$ cat config.mk
export PLATFORM = sky130hd
export DESIGN_NAME = aes_ct_serializer
export DESIGN_NICKNAME = d
export VERILOG_FILES = /design/src/rtl/aes_ct_serializer.sv
export SDC_FILE = /design/constraint.sdc
export NUM_CORES = 1
export LEC_CHECK = 0
export BUFFER_PORTS_ARGS = -buffer_cell sky130_fd_sc_hd__buf_2
export CAP_MARGIN = 10
export CORE_MARGIN = 10
export CORE_UTILIZATION = 40
export CTS_BUF_LIST = sky130_fd_sc_hd__clkbuf_4 sky130_fd_sc_hd__clkbuf_8
export DETAILED_ROUTE_END_ITERATION = 10
export SETUP_SLACK_MARGIN = 0.3
export SYNTH_ARGS = -nofsm -noshare
export SYNTH_HDL_FRONTEND = slang
export SYNTH_SLANG_ARGS = --single-unit
$ cat constraint.sdc
create_clock -name clk -period 8.5 [get_ports clk]
set_input_delay 0.85 -clock clk [delete_from_list [all_inputs] [get_ports clk]]
set_output_delay 0.85 -clock clk [all_outputs]
set_load 0.005 [all_outputs]
$ cat src/rtl/aes_ct_serializer.sv
// Buffers 128-bit ciphertext blocks (DEPTH slots) and streams them as bytes, MSB first.
// Latency: byte 0 is presented the cycle after capture; 1 byte/cycle, no bubble between blocks.
// Backpressure: out_byte/out_last hold while out_ready=0; a full buffer drops blocks (sticky overflow). `AES_SER_LAST_EN enables out_last.
module aes_ct_serializer #(
    parameter int DEPTH = 2
) (
    input  logic         clk,
    input  logic         rst_n,
    input  logic [127:0] ct_in,
    input  logic         ct_valid,
    output logic [7:0]   out_byte,
    output logic         out_valid,
    input  logic         out_ready,
    output logic         out_last,
    output logic         busy,
    output logic         overflow,
    input  logic         ovf_clr
);
    localparam int PW = (DEPTH > 1) ? $clog2(DEPTH) : 1;
    localparam int CW = $clog2(DEPTH + 1);

    typedef enum logic {S_EMPTY, S_STREAM} state_t;

    state_t          state, next_state;
    logic [127:0]    mem [DEPTH];
    logic [PW-1:0]   wr_ptr, rd_ptr;
    logic [CW-1:0]   count, count_nxt;
    logic [3:0]      idx;
    logic [127:0]    head, shifted;
    logic            xfer, pop, push, drop;

    assign xfer = out_valid && out_ready;
    assign pop  = xfer && (idx == 4'd15);
    // A pop on the same edge frees the slot the incoming block needs.
    assign push = ct_valid && ((count < CW'(DEPTH)) || pop);
    assign drop = ct_valid && !push;

    always_comb begin
        count_nxt  = count;
        next_state = state;
        if (push && !pop)
            count_nxt = count + CW'(1);
        else if (pop && !push)
            count_nxt = count - CW'(1);
        next_state = (count_nxt == '0) ? S_EMPTY : S_STREAM;
    end

    always_ff @(posedge clk or negedge rst_n) begin
        if (!rst_n) begin
            state    <= S_EMPTY;
            count    <= '0;
            wr_ptr   <= '0;
            rd_ptr   <= '0;
            idx      <= 4'd0;
            overflow <= 1'b0;
        end else begin
            state <= next_state;
            count <= count_nxt;
            if (push)
                wr_ptr <= wr_ptr + PW'(1);
            if (pop)
                rd_ptr <= rd_ptr + PW'(1);
            if (xfer)
                idx <= idx + 4'd1;
            if (drop)
                overflow <= 1'b1;
            else if (ovf_clr)
                overflow <= 1'b0;
        end
    end

    // Payload storage needs no reset: it is only visible while busy.
    always_ff @(posedge clk) begin
        if (push)
            mem[wr_ptr] <= ct_in;
    end

    assign busy      = (state == S_STREAM);
    assign out_valid = busy;
    assign head      = mem[rd_ptr];
    assign shifted   = head << {idx, 3'b000};
    assign out_byte  = busy ? shifted[127:120] : 8'h00;

`ifdef AES_SER_LAST_EN
    assign out_last = busy && (idx == 4'd15);
`else
    assign out_last = 1'b0;
`endif

endmodule

==> metrics.md, run 1 <==
| Metric | Value |
|---|---|
| Status | complete, no violations |
| Avg Cell Area, Syn | 21.8 um2 |
| Post-synthesis sequential area ratio | 77.3% |
| Largest family of logic cells by synthesized area | multiplexers |
| Vias in the first global route | 5633 |
| Multiplexer share of the synthesized area | 15.8% |
| Share of cells above drive strength 1 | 44.2% |
| Clock buffer count from CTS | 43 |
| DP HPWL | between 15000 and 20000 um |
| Fmax | roughly 0.24 GHz |
| Worst Tran Pin Value | 951 ps |
| Synth cell count leaders | edfxtp_1 (256), mux4_2 (57), nor2_1 (21) |
| Crit end category | primary output |
| Clk root buf | clkbuf_8 |
| Total Routing Usage GR | 13.5% |
| Clk pwr share | just under 30% |
| CP Data Required Time | 7650 ps |
| RSZ-0062 raised after global routing | no |
| Grt ovf | 0 |
| Synth Area in Adders | less than 1% |
| Synth Area in Compound Gates | ~2.8% |
| Synth Register Bits | 266 |
| Top-count cell post-synth | edfxtp_1 |
| Detailed Route Iter0 Violations | 450 |
| NetSw | around 1.0 mW |
| DR vias/cell | 5.09 |
| First-pass GRT wire length | 33900 um |
| CTS Hold Buffers Added | 0 |
| Die Area | 32500 um2 |
| Peak supply drop | 0.147 mV |
| CP peak stage delay | 730 ps |
| CP Max Fanout | 43 |
| Synth Warn # | 0 |
| DRT Wirelength | 22400 um |
| Resized cells post-CTS | 0 |
| Unique masters post-synth | 37 |
| Die Ht | approximately 180 um |
| CTS max path bufs | 3 |
| Crit Path Category | flop to primary output |
| Crit start category | flop |
| # rows | 58 |
| XOR/XNOR share of the synthesized area | less than 1% |
| PwrDens | 298 nW/um2 |
| Reg power frac | 44.0% |
| Worst Skew | 10.6 ps |
| CTS tree | built |
| Setup TNS | 0 ps |
| Wire per inst | ~22 um |
| TritonRoute pass-1 iters | 5 |
| Slew HR | 36.6% |
| Effective utilization at floorplan | 40.7% |
| Post-synthesis simple-gate area fraction | ~1.8% |
| Die width | 180 um |
| Gate power share | 26.4% |
| # setup viols final | 0 |
| Post CTS Setup Buffer Count | 0 |
| Most common flop cell mapped by yosys | edfxtp_1 |
| EDFF count, synth | 256 |
| Syn Inst Count | 470 |
| Crit-path cells | buf_4 > mux4_2 > mux2i_1 > a221oi_1 > o21a_1 > buf_2 |
| GP Congestion | ~0.74 |
| Yosys top cell area share | between 70% and 80% |
| Worst min-delay path class | input port to async pin |
| Post-Synthesis Net Count | about 600 |
| Worst path top cell family by delay | buffers and inverters |
| Core area | about 25000 um2 |
| Post-Syn Area | around 10000 um2 |
| Final worst-path setup slack | about 4300 ps |
| DP Worst Slack | roughly 4800 ps |
| Final nets | 771 |
| I/O pin cnt | around 150 |
| Power Internal | 2.58 mW |
| CP Buf/Inv Count | 2 |
| Final Cycle Share | 48.9% |
| Reg clk slew, reported paths | 60 ps |
| # port buffers | 143 |
| Vias | 5093 |
| # DRC | 0 |
| Pleak | 4.14 nW |
| Largest area contributor in the netlist | edfxtp_1 |
| Largest net degree at the start of global routing | 69 |
| H-tree depth | 2 |
| Max-cap violation count | 0 |
| Area Growth Syn to Fin | 18.4% |
| Minimum clock period after layout | a little over 4000 ps |
| Synth async-reset ratio | 3.76% |
| Final Max Tran Viols | 0 |
| Arrival @ worst endpoint | 3310 ps |
| Slowest CP cell | buf_4 |
| Switching share of power | 28.6% |
| Synth area leaders | edfxtp_1 (75%), mux4_2 (13%), dfrtp_1 (2.4%) |
| Detail Route Antenna Nets | 0 |
| Clk sinks | 266 |
| Clock Latency Late Sink | around 530 ps |
| Final Hold Fails | 0 |
| Antenna violations before repair | 1 |
## layout make-up
class | instances | area (um2)
Multi-Input combinational cell | 175 | 2180
Clock buffer | 66 | 777
Fill cell | 2122 | 13100
Clock inverter | 11 | 70.1
Timing Repair Buffer | 149 | 761
Inverter | 2 | 7.51
Sequential cell | 266 | 7950
Tap cell | 330 | 413
Antenna cell | 1 | 2.50
## worst paths after layout
check,from,end,slack [ps],cells past startpoint
setup / recovery,rd_ptr,out_byte[4],4340,6
hold / removal,rst_n,overflow,180,1
setup reg to reg,idx[1],mem[1][120],5010,5
hold reg to reg,count[0],count[0],520,1
max in group asynchronous,rst_n,idx[1],8080,1
min in group clk,ct_in[45],mem[1][45],510,1
## flip-flops by register name (all words and copies together) (netlist names)
name and flops:
mem 256, idx 4, count 2, busy 1
overflow 1, rd_ptr 1, wr_ptr 1
## kinds of logic (layout without fill, tap and decap cells)
kind of cell             count (synthesis)  in the layout
flip-flops                             266            266
multiplexers                            89             89
AND/OR/NAND/NOR                         40             40
AO/OA/AOI/OAI                           38             38
buffers and inverters                   29            228
XOR/XNOR                                 6              6
adder cells (fa/ha/maj)                  1              1
other                                    1              2
## stage by stage
stage / power (mW) / utilization, % / instances / cell area (um2) / hold WS [ps]
after floorplan: 2.28 / - / 470 / 10300 / 460
after global placement: 2.58 / 44.8 / 922 / 11300 / 488
after detailed placement: 2.59 / 44.8 / 922 / 11300 / 514
after CTS: 3.68 / 48.1 / 999 / 12200 / 147
after global routing: 3.80 / 48.1 / 999 / 12200 / 167
final: 3.62 / 48.1 / 1000 / 12200 / 182
## routing by layer
layer | vias to the layer above | global-route usage (%) | wire length (um)
met4 | 0 | 3.61 | 301
li1 | 2309 | - | -
met5 | - | 0 | 0
met2 | 162 | 21.8 | 11100
met1 | 2591 | 16.9 | 9420
met3 | 31 | 4.56 | 1600
## layout by cell type, fill, tap and decap left out, types with 2 or more instances in the layout
cell	synthesis	final
a221oi_1	7	7
buf_2	12	143
buf_4	6	6
clkbuf_4	0	21
clkbuf_8	0	45
clkinv_1	0	8
clkinv_2	0	2
dfrtp_1	10	8
dfrtp_4	0	2
edfxtp_1	256	256
inv_1	2	2
mux2_2	16	16
mux2i_1	16	16
mux4_2	57	57
nand2_1	5	5
nand2b_1	4	4
nand3_1	2	2
nor2_1	21	20
o21a_1	8	8
o21ai_0	2	2
o221ai_1	7	7
o22ai_1	10	10
xnor2_1	4	4
xor2_1	2	2
## power by group through the flow
stage	combinational, mW	sequential, mW	clock [mW]
floorplan	0.719	1.56	0
global placement	0.964	1.62	0
detailed placement	0.970	1.62	0
CTS	0.972	1.60	1.11
global route	1.03	1.60	1.17
finish	0.954	1.59	1.07
No activity file was read; power rests on OpenSTA's default activity.
==> run 2: changes to the inputs <==
==> constraint.sdc (replaced) <==
create_clock -name clk -period 3.3 [get_ports clk]
set_input_delay 0.33 -clock clk [delete_from_list [all_inputs] [get_ports clk]]
set_output_delay 0.33 -clock clk [all_outputs]
set_load 0.005 [all_outputs]
==> run 2 against run 1 <==
Cell count increased by 14%. Cell area increased by 13%. Non-clock buffer count grew 139. Hold slack lost 150 ps. Clock skew rose by 23 ps. Clock-buffer cell count fell by 5. Largest power group unchanged. Total power grew to 2.7 times the previous value. Sequential share of layout area is 7.3 points lower. Setup slack worse by 4000 ps.
==> metrics.md, run 2 (synthesis results as in run 1) <==
| Metric | Value |
|---|---|
| # rows | 58 (unchanged) |
| GP Congestion | 0.776 (+5.4%) |
| Worst R2R Path Depth | 6 (+1) |
| First-pass GRT wire length | 37200 um (+9.9%) |
| Largest net degree at the start of global routing | 67 (-2.9%) |
| Peak supply drop | 0.334 mV (+130%) |
| Detailed Route Iter0 Violations | 343 (-24%) |
| Crit Path Category | flop to primary output |
| Clk root buf | clkbuf_8 |
| Max FFs per register | 256 (unchanged) |
| RSZ-0062 raised after global routing | yes |
| # port buffers | 143 (unchanged) |
| Die width | 180 um (unchanged) |
| Die Ht | 180 um (unchanged) |
| Die Area | 32500 um2 (unchanged) |
| Status | complete, no violations |
| Pleak | 4.77 nW (+15%) |
| Max-cap violation count | 0 (unchanged) |
| Setup TNS | 0 ps (unchanged) |
| Detail Route Antenna Nets | 0 (unchanged) |
| Clk sinks | 266 (unchanged) |
| Fmax | 0.336 GHz |
| TritonRoute pass-1 iters | 4 (-1) |
| CP Max Fanout | 5 (-88%) |
| DP HPWL | 16000 um (+4.3%) |
| Worst min-delay path class | input port to flop |
| Effective utilization at floorplan | 40.7% (unchanged) |
| H-tree depth | 2 (unchanged) |
| Worst Skew | 33.9 ps (+23.4 ps) |
| Clock buffer count from CTS | 43 (unchanged) |
| # setup viols final | 0 (unchanged) |
| Final Cycle Share | about nine tenths |
| # DRC | 0 (unchanged) |
| Core area | 25300 um2 (unchanged) |
| DR vias/cell | 5.08 (-0.32%) |
| Total Routing Usage GR | 14.6% (+1.2 points) |
| CP Data Required Time | 2970 ps (-4680 ps) |
| Antenna Diode Count | 0 (-1) |
| Final Max Tran Viols | 0 (unchanged) |
| Clock Latency Late Sink | 550 ps (+20 ps) |
| CTS tree | built |
| Area Growth Syn to Fin | 33.3% |
| Vias in the first global route | 6474 (+15%) |
| Biggest register | mem |
| Total Power | 9.71 mW (+170%) |
| Antenna violations before repair | 0 (-1) |
| Arrival @ worst endpoint | 2640 ps (-670 ps) |
| DRT Wirelength | 24500 um (+9.3%) |
| CTS max path bufs | 3 (unchanged) |
| Minimum clock period after layout | 2970 ps |
| Crit end category | primary output |
| Worst Tran Pin Value | 654 ps (-296 ps) |
| Most frequent cells in the layout | edfxtp_1 (256), buf_2 (143), dlygate4sd3_1 (126), mux4_2 (57), clkbuf_8 (44) |
| Grt ovf | 0 (unchanged) |
| Share of cells above drive strength 1 | 39.7% (-4.5 points) |
| WHS Path Cells | 1 |
| Crit start category | flop |
| Slew HR | 56.4% (+20 points) |
| R2r setup slk | 630 ps (-4380 ps) |
| I/O pin cnt | 145 (unchanged) |
| PwrDens | 709 nW/um2 (+140%) |
| Biggest regs | mem: 256 flops, idx: 4 flops, count: 2 flops |
| Final Hold Fails | 0 (unchanged) |
| Commonest non-fill, non-tap cell in the layout | edfxtp_1 |
| Wire per inst | 21.6 um (-3.8%) |
| Reg clk slew, reported paths | 60 ps (about the same) |
| Vias | 5767 (+13%) |
| Final nets | 910 (+18%) |
## run 2: worst paths after layout
path                            startpoint     endpoint
worst max-delay path                rd_ptr  out_byte[3]
max in group asynchronous            rst_n       idx[1]
min in group asynchronous            rst_n       idx[0]
worst min-delay path             ct_in[82]   mem[1][82]
worst min register to register    count[0]     count[0]
worst max register to register      idx[1]   mem[1][74]
## run 2: metal layers
metal / part of all wire [%] / global-route usage, %
met5: 0 / 0
met4: 2.6 / 5.15
met3: 4.6 / 3.15
met2: 51 / 25.1
met1: 42 / 17.9
## run 2: timing repair
action / CTS / global route
buffers inserted: 4 / 0
hold buffers: 124 / 2
setup endpoints to repair: 8 / 6
resized for setup: 3 / 5
gates cloned: 0 / 1
hold endpoints to repair: 253 / 4
## run 2: stage by stage
stage          setup WS (ps)  instance area (um2)  util (%)  std cells  hold WS, ps
2_1_floorplan           19.3                10300         -        470         34.4
3_3_place_gp             558                11500      45.5        930          207
3_5_place_dp             563                11500      45.5        930          209
4_1_cts                  307                13600      54.0       1133        0.472
5_1_grt                  265                13700      54.2       1136        0.574
6_report                 327                13700      54.2       1136         28.7
## run 2: final cells by class
type / count / area, um2
clock buffers: 61 / 733
clock inverters: 14 / 93.8
fillers: 2029 / 11600
inverters: 2 / 7.51
multi-input cells: 175 / 2230
flip-flops and latches: 266 / 7950
well taps: 330 / 413
repair buffers: 288 / 2260
## run 2: critical path, stage by stage, from the launching register on
cell and delay (ps):
dfrtp_4 540, buf_4 190, mux4_2 350, mux2i_1 110
a221oi_1 570, o21a_1 220, buf_2 120
## run 2: report_power, final
| group | switching [mW] | leakage (nW) | internal [mW] |
|---|---|---|---|
| clock network | 1.22 | 0.442 | 1.51 |
| logic | 1.42 | 1.91 | 1.49 |
| registers | 0.182 | 2.41 | 3.89 |
==> run 3: changes to the inputs <==
==> constraint.sdc (replaced) <==
create_clock -name clk -period 3.3 [get_ports clk]
set_input_delay 0 -clock clk [delete_from_list [all_inputs] [get_ports clk]]
set_output_delay 0 -clock clk [all_outputs]
set_load 0.005 [all_outputs]
==> run 3 against run 2 <==
Critical path type unchanged. Global-route usage increased by 0.12 points. Flip-flop and latch count unchanged. Hold slack better by 160 ps. Wire length shrank 0.86%. Setup slack improved by 160 ps. Utilization shrank 0.33 points. Clock power about the same. Via count down 0.59%. Cell area is 0.60% lower. First-iteration DRC count is 32% higher. Maximum frequency increased by 5.9%. Non-clock buffer count rose by 1.
==> metrics.md, run 3 (synthesis results as in run 1) <==
| Metric | Value |
|---|---|
| Final Cycle Share | 85.1% (-5.0 points) |
| Clock buffer count from CTS | 43 (unchanged) |
| Worst min-delay path class | input port to flop |
| CTS max path bufs | 3 (unchanged) |
| DR vias/cell | 5.04 (-0.68%) |
| Peak supply drop | 0.363 mV (+8.7%) |
| Most frequent cells in the layout | edfxtp_1 (256), buf_2 (143), dlygate4sd3_1 (136), mux4_2 (57), clkbuf_8 (46) |
| Biggest regs | mem: 256 flops, idx: 4 flops, count: 2 flops |
| Biggest register | mem |
| Area Growth Syn to Fin | 32.5% |
| CTS tree | built |
| Grt ovf | 0 (unchanged) |
| Effective utilization at floorplan | 40.7% (unchanged) |
| Slew HR | 54.1% (-2.3 points) |
| PwrDens | 697 nW/um2 (-1.7%) |
| Worst Skew | 20.0 ps (-14.0 ps) |
| TritonRoute pass-1 iters | 5 (+1) |
| Final nets | 911 (+0.11%) |
| Die Area | 32500 um2 (unchanged) |
| Largest net degree at the start of global routing | 79 (+18%) |
| Clk root buf | clkbuf_8 |
| Worst Tran Pin Value | 688 ps (+34.0 ps) |
| Count of non-filler cells in the finished layout | 1137 (+0.088%) |
| Crit end category | primary output |
| DP Worst Slack | 783 ps (+221 ps) |
| WP depth | 6 (unchanged) |
| Vias | 5733 (-0.59%) |
| Status | complete, no violations |
| DRT Wirelength | 24300 um (-0.86%) |
| Fmax | 0.356 GHz (+5.9%) |
| CP Max Fanout | 18 (+13) |
| Worst R2R Path Depth | 7 (+1) |
| Slowest CP cell | dfrtp_4 |
| GP Congestion | 0.748 (-3.5%) |
| I/O pin cnt | 145 (unchanged) |
| Arrival @ worst endpoint | 2810 ps (+170 ps) |
| Share of cells above drive strength 1 | 36.9% (-2.8 points) |
| Commonest non-fill, non-tap cell in the layout | edfxtp_1 |
| First-pass GRT wire length | 37600 um (+0.83%) |
| Placed cells | 925 (-0.54%) |
| # setup viols final | 0 (unchanged) |
| Detail Route Antenna Nets | 0 (unchanged) |
| Die width | 180 um (unchanged) |
| H-tree depth | 2 (unchanged) |
| Clock Latency Late Sink | 530 ps (-20 ps) |
| Max FFs per register | 256 (unchanged) |
| # rows | 58 (unchanged) |
| Minimum clock period after layout | 2810 ps (-164 ps) |
| Max-cap violation count | 0 (unchanged) |
| Final Max Tran Viols | 0 (unchanged) |
| Antenna Diode Count | 0 (unchanged) |
| Final worst-path setup slack | 491 ps (+164 ps) |
| # port buffers | 143 (unchanged) |
| Crit-path cells | buf_12 > mux4_2 > mux2i_1 > a221oi_1 > o21a_1 > buf_2 |
| Wire per inst | 21.4 um (-0.95%) |
| RSZ-0062 raised after global routing | no |
| Reg clk slew, reported paths | 60 ps (about the same) |
| Vias in the first global route | 6535 (+0.94%) |
| Antenna violations before repair | 0 (unchanged) |
| Worst path top cell family by delay | multiplexers |
| Crit Path Category | flop to primary output |
| Core area | 25300 um2 (unchanged) |
| Clk sinks | 266 (unchanged) |
| CP peak stage delay | 730 ps (+160 ps) |
| Resized cells post-CTS | 0 (-3) |
| Min Hold Slack | 187 ps (+158 ps) |
| CP Buf/Inv Count | 2 (unchanged) |
| Fin util | 53.9% (-0.33 points) |
| Crit start category | flop |
| Total Routing Usage GR | 14.8% (+0.12 points) |
| CP Data Required Time | 3300 ps (+330 ps) |
| DP HPWL | 15800 um (-0.97%) |
| Die Ht | 180 um (unchanged) |
| Detailed Route Iter0 Violations | 452 (+32%) |
| Pleak | 4.73 nW (-0.79%) |
| # DRC | 0 (unchanged) |
| Setup TNS | 0 ps (unchanged) |
| Final Hold Fails | 0 (unchanged) |
| WHS Path Cells | 2 (+1) |
run 3: changes by cell type in the layout (fill, tap and decap cells not counted), sizes merged:
cell         before  now
dlygate4sd3     126  136
buf             161  153
clkinv           11   18
clkbuf           62   56
clkinvlp          1    0
inv               3    2
run 3: layer usage:
metal / share of wire [%] / up-vias / GRT usage [%]
li1: - / 2585 / -
met1: 42 / 2918 / 18.5
met2: 51 / 203 / 24.8
met3: 6.0 / 27 / 3.35
met4: 1.7 / 0 / 4.72
met5: 0 / - / 0
run 3: what timing repair did:
item,4_1_cts,5_1_grt
buffers inserted,1,0
hold buffers,136,0
setup endpoints to repair,5,0
hold endpoints to repair,276,0
run 3: path summary, 6_finish.rpt:
path                            from     endpoint  slack, ps
hold / removal             ct_in[72]   mem[0][72]        190
min in group asynchronous      rst_n     overflow        510
hold reg to reg             count[0]     count[0]        550
setup / recovery              rd_ptr  out_byte[7]        490
max in group asynchronous      rst_n       rd_ptr       2400
setup reg to reg              idx[1]     count[1]        560
run 3: report_power, final:
part           internal, mW  total, mW  switching (mW)
logic                  1.37       2.66            1.29
clock network          1.47       2.70            1.23
registers              3.89       4.13           0.235
run 3: area by class of cell:
type,instances,area (um2)
repair buffers,289,2230
flip-flops and latches,266,7950
fillers,1998,11600
multi-input cells,175,2200
well taps,330,413
clock inverters,19,105
clock buffers,56,708
inverters,2,7.51
run 3: worst register-to-register path, stage by stage (launching register included):
cell and delay, ps:
dfrtp_4 650, ha_2 270, nand3_4 110, o21a_1 230, o21ai_0 170, dlygate4sd3_1 600, nand2_1 50, dlygate4sd3_1 550
run 3: through the flow:
step,power (mW),instance area (um2)
3_3_place_gp,6.70,11400
2_1_floorplan,5.88,10300
6_report,9.49,13600
4_1_cts,9.62,13600
3_5_place_dp,6.72,11400
5_1_grt,9.95,13600
